===== src/rtl/way3_err_monitor_if.sv =====
// Control, flag and status bundle between a voter-bank supervisor and its user.
// SEU_MON_TIMESTAMP_EN adds the ts_o timestamp signal.
interface way3_err_monitor_if #(
  parameter int N  = 4,
  parameter int CW = 16
);
  localparam int IW = $clog2(N);

  logic          en_i;
  logic          clear_i;
  logic [N-1:0]  error1_i;
  logic [N-1:0]  error2_i;
  logic [1:0]    state_o;
  logic          irq_o;
  logic [CW-1:0] cnt_e1_o;
  logic [CW-1:0] cnt_e2_o;
  logic [IW-1:0] first_idx_o;
`ifdef SEU_MON_TIMESTAMP_EN
  logic [31:0]   ts_o;

  modport master (output en_i, clear_i, error1_i, error2_i,
                  input  state_o, irq_o, cnt_e1_o, cnt_e2_o, first_idx_o, ts_o);
  modport slave  (input  en_i, clear_i, error1_i, error2_i,
                  output state_o, irq_o, cnt_e1_o, cnt_e2_o, first_idx_o, ts_o);
`else
  modport master (output en_i, clear_i, error1_i, error2_i,
                  input  state_o, irq_o, cnt_e1_o, cnt_e2_o, first_idx_o);
  modport slave  (input  en_i, clear_i, error1_i, error2_i,
                  output state_o, irq_o, cnt_e1_o, cnt_e2_o, first_idx_o);
`endif
endinterface


===== src/rtl/way3_err_monitor.sv =====
// Error supervisor for a bank of N three-way voters: flag registers, saturating event
// counters, persistence detection and sticky irq. SEU_MON_TIMESTAMP_EN adds a cycle timestamp.
module way3_err_monitor #(
  parameter int N       = 4,
  parameter int CW      = 16,
  parameter int PERSIST = 8
) (
  input logic           clk_i,
  input logic           rst_i,
  way3_err_monitor_if.slave mon
);
  localparam int IW = $clog2(N);
  localparam logic [1:0]    S_OK    = 2'b00;
  localparam logic [1:0]    S_TRANS = 2'b01;
  localparam logic [1:0]    S_PERS  = 2'b10;
  localparam logic [1:0]    S_FATAL = 2'b11;
  localparam logic [CW-1:0] CMAX    = '1;
  localparam logic [CW-1:0] PERS_C  = CW'(PERSIST);
  localparam logic [CW-1:0] ONE     = CW'(1);

  logic [N-1:0]  e1_q, e2_q;
  logic          a1, a2, leave_ok;
  logic [1:0]    state_q, state_b, state_n;
  logic [CW-1:0] run_q, run_b, run_n;
  logic [CW-1:0] c1_q, c1_b, c1_n;
  logic [CW-1:0] c2_q, c2_b, c2_n;
  logic [IW-1:0] idx_q, idx_b, idx_n;

  function automatic logic [IW-1:0] lowest(input logic [N-1:0] v);
    lowest = '0;
    for (int k = N - 1; k >= 0; k--)
      if (v[k]) lowest = IW'(k);
  endfunction

  always_ff @(posedge clk_i) begin
    if (rst_i) begin
      e1_q <= '0;
      e2_q <= '0;
    end else begin
      e1_q <= mon.en_i ? mon.error1_i : '0;
      e2_q <= mon.en_i ? mon.error2_i : '0;
    end
  end

  assign a2 = |e2_q;
  assign a1 = (|e1_q) & ~a2;

  // Clear zeroes the base that this cycle's update builds on, so a coincident error survives.
  always_comb begin
    state_b = mon.clear_i ? S_OK : state_q;
    run_b   = mon.clear_i ? '0   : run_q;
    c1_b    = mon.clear_i ? '0   : c1_q;
    c2_b    = mon.clear_i ? '0   : c2_q;
    idx_b   = mon.clear_i ? '0   : idx_q;
  end

  always_comb begin
    run_n = '0;
    if (a1) run_n = (run_b == PERS_C) ? run_b : run_b + ONE;
    c1_n = (a1 && c1_b != CMAX) ? c1_b + ONE : c1_b;
    c2_n = (a2 && c2_b != CMAX) ? c2_b + ONE : c2_b;
  end

  always_comb begin
    state_n = state_b;
    unique case (state_b)
      S_OK:    if (a2) state_n = S_FATAL; else if (a1) state_n = S_TRANS;
      S_TRANS: if (a2) state_n = S_FATAL; else if (run_n == PERS_C) state_n = S_PERS;
      S_PERS:  if (a2) state_n = S_FATAL;
      default: state_n = S_FATAL;
    endcase
  end

  assign leave_ok = (state_b == S_OK) && (state_n != S_OK);
  assign idx_n    = leave_ok ? lowest(a2 ? e2_q : e1_q) : idx_b;

  always_ff @(posedge clk_i) begin
    if (rst_i) begin
      state_q <= S_OK;
      run_q   <= '0;
      c1_q    <= '0;
      c2_q    <= '0;
      idx_q   <= '0;
    end else begin
      state_q <= state_n;
      run_q   <= run_n;
      c1_q    <= c1_n;
      c2_q    <= c2_n;
      idx_q   <= idx_n;
    end
  end

  always_comb begin
    mon.state_o     = state_q;
    mon.irq_o       = (state_q != S_OK);
    mon.cnt_e1_o    = c1_q;
    mon.cnt_e2_o    = c2_q;
    mon.first_idx_o = idx_q;
  end

`ifdef SEU_MON_TIMESTAMP_EN
  logic [31:0] cyc_q, ts_q;

  always_ff @(posedge clk_i) begin
    if (rst_i) begin
      cyc_q <= '0;
      ts_q  <= '0;
    end else begin
      cyc_q <= cyc_q + 32'd1;
      if (leave_ok)         ts_q <= cyc_q;
      else if (mon.clear_i) ts_q <= '0;
    end
  end

  assign mon.ts_o = ts_q;
`endif
endmodule

===== src/flat_wrapper.sv =====
// flat-port wrapper written by rule: the top's interface ports become plain ports
module way3_err_monitor_flat 
#(
  parameter int N       = 4,
  parameter int CW      = 16,
  parameter int PERSIST = 8
)
  (clk_i, rst_i, mon_en_i, mon_clear_i, mon_error1_i, mon_error2_i, mon_state_o, mon_irq_o, mon_cnt_e1_o, mon_cnt_e2_o, mon_first_idx_o);
  way3_err_monitor_if #(.N(N), .CW(CW)) mon_i ();
  input logic clk_i;
  input logic rst_i;
  input wire logic [$bits(mon_i.en_i)-1:0] mon_en_i;
  input wire logic [$bits(mon_i.clear_i)-1:0] mon_clear_i;
  input wire logic [$bits(mon_i.error1_i)-1:0] mon_error1_i;
  input wire logic [$bits(mon_i.error2_i)-1:0] mon_error2_i;
  output wire logic [$bits(mon_i.state_o)-1:0] mon_state_o;
  output wire logic [$bits(mon_i.irq_o)-1:0] mon_irq_o;
  output wire logic [$bits(mon_i.cnt_e1_o)-1:0] mon_cnt_e1_o;
  output wire logic [$bits(mon_i.cnt_e2_o)-1:0] mon_cnt_e2_o;
  output wire logic [$bits(mon_i.first_idx_o)-1:0] mon_first_idx_o;
  assign mon_i.en_i = mon_en_i;
  assign mon_i.clear_i = mon_clear_i;
  assign mon_i.error1_i = mon_error1_i;
  assign mon_i.error2_i = mon_error2_i;
  assign mon_state_o = mon_i.state_o;
  assign mon_irq_o = mon_i.irq_o;
  assign mon_cnt_e1_o = mon_i.cnt_e1_o;
  assign mon_cnt_e2_o = mon_i.cnt_e2_o;
  assign mon_first_idx_o = mon_i.first_idx_o;
  way3_err_monitor #(.N(N), .CW(CW), .PERSIST(PERSIST)) u_core (.clk_i(clk_i), .rst_i(rst_i), .mon(mon_i));
endmodule

===== config.mk =====
export PLATFORM = sky130hd
export DESIGN_NAME = way3_err_monitor_flat
export DESIGN_NICKNAME = d
export VERILOG_FILES = /design/src/rtl/way3_err_monitor_if.sv /design/src/rtl/way3_err_monitor.sv /design/src/flat_wrapper.sv
export SDC_FILE = /design/constraint.sdc
export NUM_CORES = 1
export LEC_CHECK = 0
export BUFFER_PORTS_ARGS = -buffer_cell sky130_fd_sc_hd__buf_4
export CORE_MARGIN = 2
export CORE_UTILIZATION = 60
export CTS_BUF_LIST = sky130_fd_sc_hd__clkbuf_2
export CTS_CLUSTER_DIAMETER = 150
export DETAILED_ROUTE_END_ITERATION = 6
export PLACE_DENSITY = 0.94
export SYNTH_ARGS = -nofsm -noshare
export SYNTH_HDL_FRONTEND = slang
export SYNTH_SLANG_ARGS = --single-unit

===== constraint.sdc =====
create_clock -name clk_i -period 5.65 [get_ports clk_i]
set_clock_uncertainty 0.05 [all_clocks]
set_input_delay 0 -clock clk_i [delete_from_list [all_inputs] [get_ports clk_i]]
set_output_delay 0 -clock clk_i [all_outputs]
set_load 0.005 [all_outputs]

==> results of run 1 <==
cells in the final DEF, fill, tap and decap left out, drive strengths merged, types with 6 or more instances in the layout:
cell	synthesis	layout
nand3	11	11
nor2b	18	18
clkbuf	7	9
a21oi	23	23
clkinv	0	6
nand4	10	10
or3	13	13
dlygate4sd3	0	18
dfxtp	60	60
and2	11	11
nand2	30	30
inv	15	15
nor2	49	49
o21ai	18	18
nor3	13	13
buf	9	48
xnor2	24	24
nor4	11	11
routing by layer:
layer | vias up | track usage, %
met5 | - | 0
met4 | 0 | 12.3
met3 | 15 | 6.61
met2 | 124 | 43.8
met1 | 1380 | 34.2
li1 | 1448 | -
power by group:
group          leakage [nW]  total (mW)  switching (mW)  internal (mW)
logic                 0.806      0.0825          0.0439         0.0386
registers             0.486       0.439         0.00799          0.431
clock network        0.0540       0.217           0.166         0.0511
total                  1.35       0.738           0.218          0.521
synthesized netlist by cell type, types with 2 or more instances:
| library cell | count |
|---|---|
| nor3_1 | 13 |
| o21ai_0 | 17 |
| xor2_1 | 5 |
| or4_1 | 4 |
| mux2i_1 | 4 |
| nand4b_1 | 3 |
| nand4_1 | 9 |
| a31oi_1 | 2 |
| nand2_1 | 30 |
| nand2b_1 | 3 |
| nor3b_1 | 2 |
| inv_1 | 15 |
| o22ai_1 | 2 |
| or2_2 | 2 |
| nor4_1 | 10 |
| buf_1 | 2 |
| xnor2_1 | 24 |
| nor2b_1 | 18 |
| and4_1 | 3 |
| ha_1 | 3 |
| o211ai_1 | 2 |
| clkbuf_1 | 7 |
| o2111ai_1 | 2 |
| and3_1 | 3 |
| buf_4 | 2 |
| dfxtp_1 | 60 |
| nand3_1 | 10 |
| buf_2 | 4 |
| nor2_1 | 48 |
| or3_1 | 13 |
| nor4b_1 | 3 |
| and2_1 | 11 |
| a21oi_1 | 23 |
logic make-up after synthesis:
logic type / after synthesis / synth area share (%)
AOI/OAI and AO/OA: 58 / 10.9
buffers and inverters: 31 / 4.45
DFF: 60 / 39.2
adders and majority gates: 3 / 1.23
muxes: 4 / 1.31
and+or+nand+nor: 192 / 34.6
xor gates and xnor gates: 29 / 8.29
final cells by class:
cell class | instances | area (µm²) | area share, %
inverter | 15 | 56.3 | 1.52
clock inverter | 7 | 33.8 | 0.912
tap | 70 | 87.6 | 2.36
clock buffer | 9 | 45.0 | 1.22
timing repair buffer | 66 | 541 | 14.6
multi-input combinational | 286 | 1740 | 47.0
sequential | 60 | 1200 | 32.4
stage by stage:
stage | hold slack (ps) | util, % | instance area (µm²) | cells
3_5_place_dp | 154 | 68.6 | 3440 | 479
3_3_place_gp | 152 | 68.6 | 3440 | 479
4_1_cts | 1.74 | 73.8 | 3690 | 513
6_report | 7.87 | 73.9 | 3700 | 513
2_1_floorplan | 71.7 | - | 3060 | 377
5_1_grt | 13.9 | 73.9 | 3700 | 513
repair_timing:
action                                 in CTS  in global routing
endpoints found under the hold margin      26                  0
setup buffers                               0                  0
hold buffers                               18                  0
worst max-delay path, delay by kind of cell, from the launching register on:
kind                   cells  cell delay [ps]
AOI/OAI and AO/OA          3             1070
and+or+nand+nor            2              790
buffers and inverters      1              550
DFF                        1              440
flip-flops by register name, indices dropped and copies added (netlist names):
register / count
u_core.mon.cnt_e1_o: 16
u_core.mon.state_o: 2
u_core.mon.cnt_e2_o: 16
u_core.run_q: 16
u_core.e2_q: 4
u_core.e1_q: 4
u_core.mon.first_idx_o: 2
final timing paths:
kind	from	slack, ps	end
min	mon_clear_i	8	u_core.run_q[6]
min reg2reg	u_core.mon.cnt_e1_o[10]	470	u_core.mon.cnt_e1_o[10]
max reg2reg	u_core.mon.cnt_e2_o[7]	2710	u_core.mon.cnt_e2_o[11]
max	u_core.mon.cnt_e2_o[7]	2710	u_core.mon.cnt_e2_o[11]
==> key figures, run 1 <==
Outcome
  • Status: complete, no violations

Logic synthesis
  • Mapped Nets: 392
  • Post-synth ARST share: 0%
  • Yosys cell types: 51
  • Post-synth top area cell: dfxtp_1
  • Yosys reg bits: 60
  • Syn Inst Count: about 380
  • Post-synthesis cell area: 3060 µm²
  • Synthesized area per cell: 8.12 µm²
  • Yosys warning count: 0
  • Sequential fraction of the synthesis area: 39.2%
  • Post-synth EDFFs: 0
  • Top cells by area, synth: dfxtp_1 (39%), xnor2_1 (6.9%), nor2_1 (5.9%)
  • Top cell type's share of synthesized area: about two fifths
  • Prevailing post-synth register cell: dfxtp_1

STA
  • Unrepaired setup endpoints after global routing: false
  • Setup total negative slack: 0 ps
  • Worst slew pin tran: 756 ps
  • Max Clock Freq: 340 MHz
  • Final period utilization: between 50% and 60%
  • Slew Limit Fails: 0
  • Final setup fails: 0
  • Worst slew margin: 49.6%
  • Final Hold Violating Endpoints: 0
  • Final Worst Setup Slack: ~2700 ps
  • Post-route minimum period: around 2900 ps

Critical path
  • Peak fanout along the critical path: 21
  • Largest stage delay, worst path: 730 ps
  • CP endpoint kind: flop
  • Slowest CP cell: o31ai_4
  • Critical Path AT: 3350 ps
  • Req. time, crit path: 6060 ps
  • Critical path type: reg -> reg
  • Reg2Reg Depth: 6
  • Cell Chain, Critical Path: nand4_1 > or4_1 > o31ai_4 > o21ai_0 > a21oi_1 > dlygate4sd3_1
  • Worst setup SP type: flop

Die
  • Core footprint: between 5000 and 6000 µm²
  • Die X: 75.5 µm
  • # rows: 26
  • Number of I/O pins: 49
  • Die Area: 5690 µm²
  • Die H: 75.5 µm
  • Initial Utilization: 61.1%

Drt
  • # DRC: 0
  • DR pass1 iterations: 5
  • WL/cell: about 15 µm
  • Total number of vias: 2967
  • Post-route ant nets: 0
  • WL met1: 3160 µm
  • Met2 wire length: between 3000 and 4000 µm
  • Uppermost layer routed: met4
  • Vias per Instance: between 5 and 6
  • Final wirelength: 7450 µm
  • DR WL met3: about 490 µm
  • DRC marker count from the first detailed-route iteration: 297

GRT
  • Vias in the first global route: 2633
  • Initial antenna violation count: 0
  • Pin count of the biggest net entering global routing: 33
  • Grt ovf: 0
  • Gr usage total: ~27%
  • First-pass GRT wire length: about 12000 µm

Clock tree
  • Clk_lat worst skew: 500 ps
  • TritonCTS sink count: 60
  • Root Driver: clkbuf_2
  • Clk slew on worst S/H paths: 190 ps
  • CTS resizes: 0
  • # H-tree levels: 3
  • CTS tree: yes
  • CTS Buf Count: 9
  • Clk buf depth: 2

Min path
  • Worst hold path depth: 4
  • Hold WC Path Type: in -> reg

Place
  • Post-DP HPWL: 4890 µm
  • Pre-CTS WS: between 2000 and 3000 ps
  • IO buf count: 48
  • Gpl congestion: 0.919

Finish
  • Antenna diodes: 0
  • Area growth syn-to-layout: 20.9%
  • Share of layout cells above drive strength 1: 15.8%
  • Final layout net count: approximately 450
  • Fillcell total: 381

Pwr
  • P_leak: 1.35 nW
  • Power Dens Cells: ~200 nW/µm²
  • Final Total Pwr: 738 µW
  • VDD IR max: 0.145 mV

Job
  • Maxcap violations: 0
No activity file was read; power rests on OpenSTA's default activity.
==> run 2, diff against run 1 <==
--- a/config.mk
+++ b/config.mk
@@ -7,11 +7,11 @@
 export LEC_CHECK = 0
 export BUFFER_PORTS_ARGS = -buffer_cell sky130_fd_sc_hd__buf_4
 export CORE_MARGIN = 2
-export CORE_UTILIZATION = 60
+export CORE_UTILIZATION = 58
 export CTS_BUF_LIST = sky130_fd_sc_hd__clkbuf_2
 export CTS_CLUSTER_DIAMETER = 150
 export DETAILED_ROUTE_END_ITERATION = 6
-export PLACE_DENSITY = 0.94
+export PLACE_DENSITY = 0.92
 export SYNTH_ARGS = -nofsm -noshare
 export SYNTH_HDL_FRONTEND = slang
 export SYNTH_SLANG_ARGS = --single-unit
==> constraint.sdc (replaced) <==
create_clock -name clk_i -period 2.8 [get_ports clk_i]
set_clock_uncertainty 0.05 [all_clocks]
set_input_delay 0 -clock clk_i [delete_from_list [all_inputs] [get_ports clk_i]]
set_output_delay 0 -clock clk_i [all_outputs]
set_load 0.005 [all_outputs]
==> key figures, run 2 (synthesis results as in run 1) <==
Pwr
  • P_leak: 1.39 nW (+3.1%)
  • VDD IR max: 0.315 mV (+120%)
  • Power Dens Cells: 417 nW/µm² (+110%)
  • Final Total Pwr: 1.57 mW (+110%)

STA
  • Final Hold Violating Endpoints: 0 (unchanged)
  • Final setup fails: 0 (unchanged)
  • Slew Limit Fails: 0 (unchanged)
  • Worst slew margin: 50.9% (+1.3 points)
  • Final period utilization: 93.5% (+41 points)
  • Setup total negative slack: 0 ps (unchanged)
  • Unrepaired setup endpoints after global routing: false
  • Max Clock Freq: 382 MHz (+12%)
  • Post-route minimum period: 2620 ps (-322 ps)
  • Worst slew pin tran: 730 ps (-26.7 ps)

Clock tree
  • CTS tree: yes
  • Setup Buffers After CTS: 0 (unchanged)
  • # H-tree levels: 3 (unchanged)
  • CTS Buf Count: 9 (unchanged)
  • TritonCTS sink count: 60 (unchanged)
  • Clk_lat worst skew: 480 ps (-20 ps)
  • Clk slew on worst S/H paths: 170 ps (-20 ps)
  • Root Driver: clkbuf_2
  • Clk buf depth: 2 (unchanged)

Finish
  • Post-layout util: 73.9% (about the same)
  • Most common cell after layout, fill and taps aside: dfxtp_1
  • Antenna diodes: 0 (unchanged)
  • Most frequent cells in the layout: dfxtp_1 (60), buf_4 (53), nor2_1 (48)
  • Final instance area: 3770 µm² (+1.9%)
  • Fillcell total: 376 (-1.3%)
  • Area growth syn-to-layout: 23.2%
  • Share of layout cells above drive strength 1: 17.1% (+1.3 points)
  • Final Instance Count excl. Fillers: 519 (+1.2%)
  • Final layout net count: 459 (+1.3%)

Critical path
  • Worst setup SP type: flop
  • CP bufs+invs: 2 (+1)
  • Req. time, crit path: 3190 ps (-2870 ps)
  • Critical path type: reg -> reg
  • Worst flop-to-flop path startpoint: u_core.mon.cnt_e2_o[8]
  • Slowest CP cell: dlygate4sd3_1
  • CP endpoint kind: flop
  • Critical Path AT: 3010 ps (-340 ps)
  • Largest stage delay, worst path: 570 ps (-160 ps)
  • Peak fanout along the critical path: 21 (unchanged)
  • Cell Chain, Critical Path: nand4_1 > or4_4 > o31ai_2 > buf_4 > o21ai_0 > a21oi_1 > dlygate4sd3_1
  • Reg2reg end: u_core.mon.cnt_e2_o[6]
  • CP top delay family: buffers and inverters
  • Reg2Reg Depth: 7 (+1)
  • R2r setup slk: 180 ps (-2530 ps)

Drt
  • DRC marker count from the first detailed-route iteration: 177 (-40%)
  • WL met1: 3190 µm (+1.0%)
  • WL/cell: 15.0 µm (+3.5%)
  • Total number of vias: 2972 (+0.17%)
  • # DRC: 0 (unchanged)
  • Uppermost layer routed: met4
  • Post-route ant nets: 0 (unchanged)
  • DR pass1 iterations: 5 (unchanged)
  • Met2 wire length: 4040 µm (+10%)
  • Vias per Instance: 5.73 (-0.99%)
  • DR WL met3: 404 µm (-17%)
  • Final wirelength: 7800 µm (+4.7%)

Min path
  • Hold EP: u_core.mon.first_idx_o[0]
  • HP Start: rst_i
  • Worst hold path depth: 3 (-1)
  • Hold WC Path Type: in -> reg

Die
  • Die Area: 5880 µm² (+3.3%)
  • Die X: 76.7 µm (+1.6%)
  • Core footprint: 5110 µm² (+1.9%)
  • # rows: 26 (unchanged)
  • Die H: 76.7 µm (+1.6%)
  • Number of I/O pins: 49 (unchanged)
  • Initial Utilization: 60.0% (-1.2 points)

Place
  • IO buf count: 48 (unchanged)
  • Gpl congestion: 0.885 (-3.7%)
  • Post-Place Cells: 484 (+1.0%)
  • Post-DP HPWL: 5080 µm (+3.9%)
  • Placed cell area: 3470 µm² (+1.1%)

GRT
  • First-pass GRT wire length: 12900 µm (+10%)
  • Vias in the first global route: 2834 (+7.6%)
  • Grt ovf: 0 (unchanged)
  • Pin count of the biggest net entering global routing: 27 (-18%)
  • Gr usage total: 27.4% (+0.31 points)
  • Initial antenna violation count: 0 (unchanged)

Outcome
  • Status: complete, no violations

Job
  • Maxcap violations: 0 (unchanged)
run 2: changes by cell type in the layout (fill, tap and decap cells not counted), sizes merged:
cell / change
bufinv: +1
dlygate4sd3: +1
buf: +5
clkinv: -2
clkbuf: +1
run 2: metal layers:
layer | vias to the layer above | track usage (%)
li1 | 1449 | -
met1 | 1405 | 30.6
met2 | 99 | 49.6
met3 | 19 | 6.71
met4 | 0 | 10.9
met5 | - | 0
run 2: cell type report:
cell class	instances	area [µm²]	area share, %
Clock inverter	6	55.1	1.46
Multi-Input combinational cell	286	1730	46.0
Inverter	15	56.3	1.49
Timing Repair Buffer	72	588	15.6
Clock buffer	10	50.0	1.33
Sequential cell	60	1200	31.8
Tap cell	70	87.6	2.32
run 2: worst max path at each step:
stage,start,endpoint,slack (ps),depth (start not counted)
finish,u_core.mon.cnt_e2_o[8],u_core.mon.cnt_e2_o[6],180,7
global route,u_core.mon.cnt_e2_o[0],u_core.mon.cnt_e2_o[6],10,9
CTS,u_core.mon.cnt_e2_o[8],u_core.mon.cnt_e2_o[6],190,7
detailed placement,u_core.run_q[1],u_core.mon.state_o[0],500,9
global placement,u_core.run_q[0],u_core.mon.state_o[1],550,8
floorplan,u_core.run_q[1],u_core.mon.state_o[0],620,10
run 2: worst register-to-register path: stages, from the launching register on:
cell,delay [ps]
dfxtp_1,430
nand4_1,170
or4_4,560
o31ai_2,250
buf_4,270
o21ai_0,120
a21oi_1,160
dlygate4sd3_1,570
run 2: power breakdown:
group | leakage, nW | switching [mW] | internal [mW]
clock | 0.0668 | 0.312 | 0.201
sequential | 0.486 | 0.0157 | 0.870
combinational | 0.835 | 0.0912 | 0.0834
run 2: repair_timing:
item | CTS | global route
resized for setup | 0 | 1
hold endpoints to repair | 26 | 0
hold buffers | 19 | 0
setup endpoints to repair | 0 | 1
run 2: per-stage QoR:
| step | setup slack (ps) | hold slack, ps |
|---|---|---|
| global placement | 553 | 151 |
| detailed placement | 495 | 156 |
| finish | 181 | 347 |
| floorplan | 618 | 71.7 |
| global route | 9.72 | 354 |
| CTS | 193 | 327 |
==> run 3, diff against run 2 <==
--- a/config.mk
+++ b/config.mk
@@ -7,11 +7,11 @@
 export LEC_CHECK = 0
 export BUFFER_PORTS_ARGS = -buffer_cell sky130_fd_sc_hd__buf_4
 export CORE_MARGIN = 2
-export CORE_UTILIZATION = 58
+export CORE_UTILIZATION = 60
 export CTS_BUF_LIST = sky130_fd_sc_hd__clkbuf_2
 export CTS_CLUSTER_DIAMETER = 150
 export DETAILED_ROUTE_END_ITERATION = 6
-export PLACE_DENSITY = 0.92
+export PLACE_DENSITY = 0.94
 export SYNTH_ARGS = -nofsm -noshare
 export SYNTH_HDL_FRONTEND = slang
 export SYNTH_SLANG_ARGS = --single-unit
==> constraint.sdc (replaced) <==
create_clock -name clk_i -period 3.3 [get_ports clk_i]
set_clock_uncertainty 0.05 [all_clocks]
set_input_delay 0 -clock clk_i [delete_from_list [all_inputs] [get_ports clk_i]]
set_output_delay 0 -clock clk_i [all_outputs]
set_load 0.005 [all_outputs]
==> key figures, run 3 (synthesis results as in run 1) <==
Outcome
  • Status: complete, no violations

Critical path
  • Req. time, crit path: 3660 ps (+470 ps)
  • CP endpoint kind: flop
  • CP bufs+invs: 1 (-1)
  • Critical Path AT: 2800 ps (-210 ps)
  • Critical path type: reg -> reg
  • Reg2reg end: u_core.mon.state_o[0]
  • Peak fanout along the critical path: 8 (-62%)
  • CP top delay family: simple AND/OR/NAND/NOR gates
  • Reg2Reg Depth: 9 (+2)
  • Worst setup SP type: flop
  • Cell Chain, Critical Path: nor2b_1 > inv_1 > ha_1 > nor4b_1 > and4_1 > o2111ai_1 > a311oi_1 > nand3_1 > o31a_1
  • Slowest CP cell: dfxtp_1
  • R2r setup slk: 860 ps (+680 ps)
  • Largest stage delay, worst path: 400 ps (-170 ps)
  • Worst flop-to-flop path startpoint: u_core.run_q[1]
  • CP Depth: 9 (+2)

Finish
  • Share of layout cells above drive strength 1: 15.8% (-1.3 points)
  • Most frequent cells in the layout: dfxtp_1 (60), buf_4 (49), nor2_1 (48)
  • Antenna diodes: 0 (unchanged)
  • Fillcell total: 380 (+1.1%)
  • Final layout net count: 453 (-1.3%)
  • Seq. cell area: 1200 µm² (unchanged)
  • Post-layout util: 74.1% (+0.19 points)
  • Most common cell after layout, fill and taps aside: dfxtp_1
  • Multi-input gate area: 1730 µm² (-0.22%)
  • Area growth syn-to-layout: 21.1%

Clock tree
  • CTS Hold Bufs: 17 (-2)
  • CTS Buf Count: 9 (unchanged)
  • # H-tree levels: 3 (unchanged)
  • Setup Buffers After CTS: 0 (unchanged)
  • CTS tree: yes
  • Clk_lat worst skew: 490 ps (about the same)
  • TritonCTS sink count: 60 (unchanged)
  • CTS resizes: 0 (unchanged)
  • Clk slew on worst S/H paths: 170 ps (about the same)
  • Root Driver: clkbuf_2
  • Clk buf depth: 2 (unchanged)

Pwr
  • Power Dens Cells: 360 nW/µm² (-14%)
  • Final Total Pwr: 1.34 mW (-15%)
  • VDD IR max: 0.358 mV (+14%)
  • P_leak: 1.35 nW (-2.5%)

STA
  • Final Worst Setup Slack: 863 ps (+682 ps)
  • Final setup fails: 0 (unchanged)
  • Post-route minimum period: 2440 ps (-182 ps)
  • Final Hold Violating Endpoints: 0 (unchanged)
  • Unrepaired setup endpoints after global routing: false
  • Max Clock Freq: 410 MHz (+7.5%)
  • Slew Limit Fails: 0 (unchanged)
  • Worst slew margin: 49.1% (-1.8 points)
  • Worst slew pin tran: 757 ps (+27.3 ps)
  • Final period utilization: 73.9% (-20 points)
  • Setup total negative slack: 0 ps (unchanged)

GRT
  • First-pass GRT wire length: 12000 µm (-6.9%)
  • Pin count of the biggest net entering global routing: 33 (+22%)
  • Grt ovf: 0 (unchanged)
  • Gr usage total: 27.5% (+0.11 points)
  • Initial antenna violation count: 0 (unchanged)
  • Vias in the first global route: 2680 (-5.4%)

Min path
  • Hold EP: u_core.mon.cnt_e2_o[2]
  • Hold WC Path Type: in -> reg
  • Worst hold path depth: 4 (+1)
  • HP Start: mon_clear_i

Drt
  • # DRC: 0 (unchanged)
  • Met2 wire length: 3630 µm (-10%)
  • DR pass1 iterations: 4 (-1)
  • Vias per Instance: 5.79 (+1.1%)
  • Final wirelength: 7420 µm (-4.8%)
  • Total number of vias: 2963 (-0.30%)
  • DR WL met3: 502 µm (+24%)
  • Uppermost layer routed: met4
  • WL/cell: 14.5 µm (-3.5%)
  • DRC marker count from the first detailed-route iteration: 313 (+77%)
  • Post-route ant nets: 0 (unchanged)
  • WL met1: 3150 µm (-1.3%)

Place
  • Post-DP HPWL: 4890 µm (-3.8%)
  • Pre-CTS WS: 718 ps (+222 ps)
  • IO buf count: 48 (unchanged)
  • Gpl congestion: 0.920 (+4.0%)

Die
  • Die Area: 5690 µm² (-3.2%)
  • Number of I/O pins: 49 (unchanged)
  • Core footprint: 5010 µm² (-1.9%)
  • Die H: 75.5 µm (-1.6%)
  • Die X: 75.5 µm (-1.6%)
  • Initial Utilization: 61.1% (+1.2 points)
  • # rows: 26 (unchanged)

Job
  • Maxcap violations: 0 (unchanged)
==> run 3: cell count changes in the layout (fill, tap and decap cells not counted), sizes merged <==
| cell | previous run | this run |
|---|---|---|
| buf | 53 | 49 |
| dlygate4sd3 | 19 | 17 |
| clkbuf | 10 | 11 |
| clkinv | 4 | 3 |
| clkinvlp | 1 | 0 |
==> run 3: power by group <==
group	internal, mW	switching (mW)	leakage (nW)
combinational	0.0667	0.0750	0.803
clock	0.171	0.272	0.0645
sequential	0.738	0.0148	0.486
total	0.975	0.362	1.35
==> run 3: routing by layer <==
metal / GRT usage [%] / vias up
met5: 0 / -
met4: 10.1 / 0
met3: 6.61 / 19
met2: 47.0 / 120
met1: 33.6 / 1383
li1: - / 1441
==> run 3: through the flow <==
stage          hold slack [ps]  std cells  area (µm²)
2_1_floorplan             71.7        377        3060
3_3_place_gp               153        480        3440
3_5_place_dp               155        480        3440
4_1_cts                   6.45        512        3710
5_1_grt                   69.5        512        3710
6_report                  16.9        512        3710
==> run 3: how the worst max path moves through the flow <==
stage	from	endpoint	slack (ps)
after floorplan	u_core.run_q[1]	u_core.mon.state_o[0]	1120
after global placement	mon_clear_i	u_core.mon.state_o[0]	850
after detailed placement	mon_clear_i	u_core.mon.state_o[0]	720
after CTS	u_core.run_q[0]	u_core.mon.state_o[0]	900
after global routing	u_core.run_q[1]	u_core.mon.state_o[0]	670
final	u_core.run_q[1]	u_core.mon.state_o[0]	860
==> run 3: worst min-delay path: cells and delay by family <==
kind | cells | cell delay, ps
AND/OR/NAND/NOR | 1 | 100
buffers and inverters | 1 | 290
AO/OA/AOI/OAI | 2 | 130
==> run 3: layout make-up <==
| type | count | area share, % |
|---|---|---|
| timing repair buffer | 66 | 14.5 |
| inverter | 15 | 1.52 |
| sequential | 60 | 32.4 |
| tap | 70 | 2.36 |
| multi-input combinational | 286 | 46.6 |
| clock inverter | 4 | 1.11 |
| clock buffer | 11 | 1.48 |
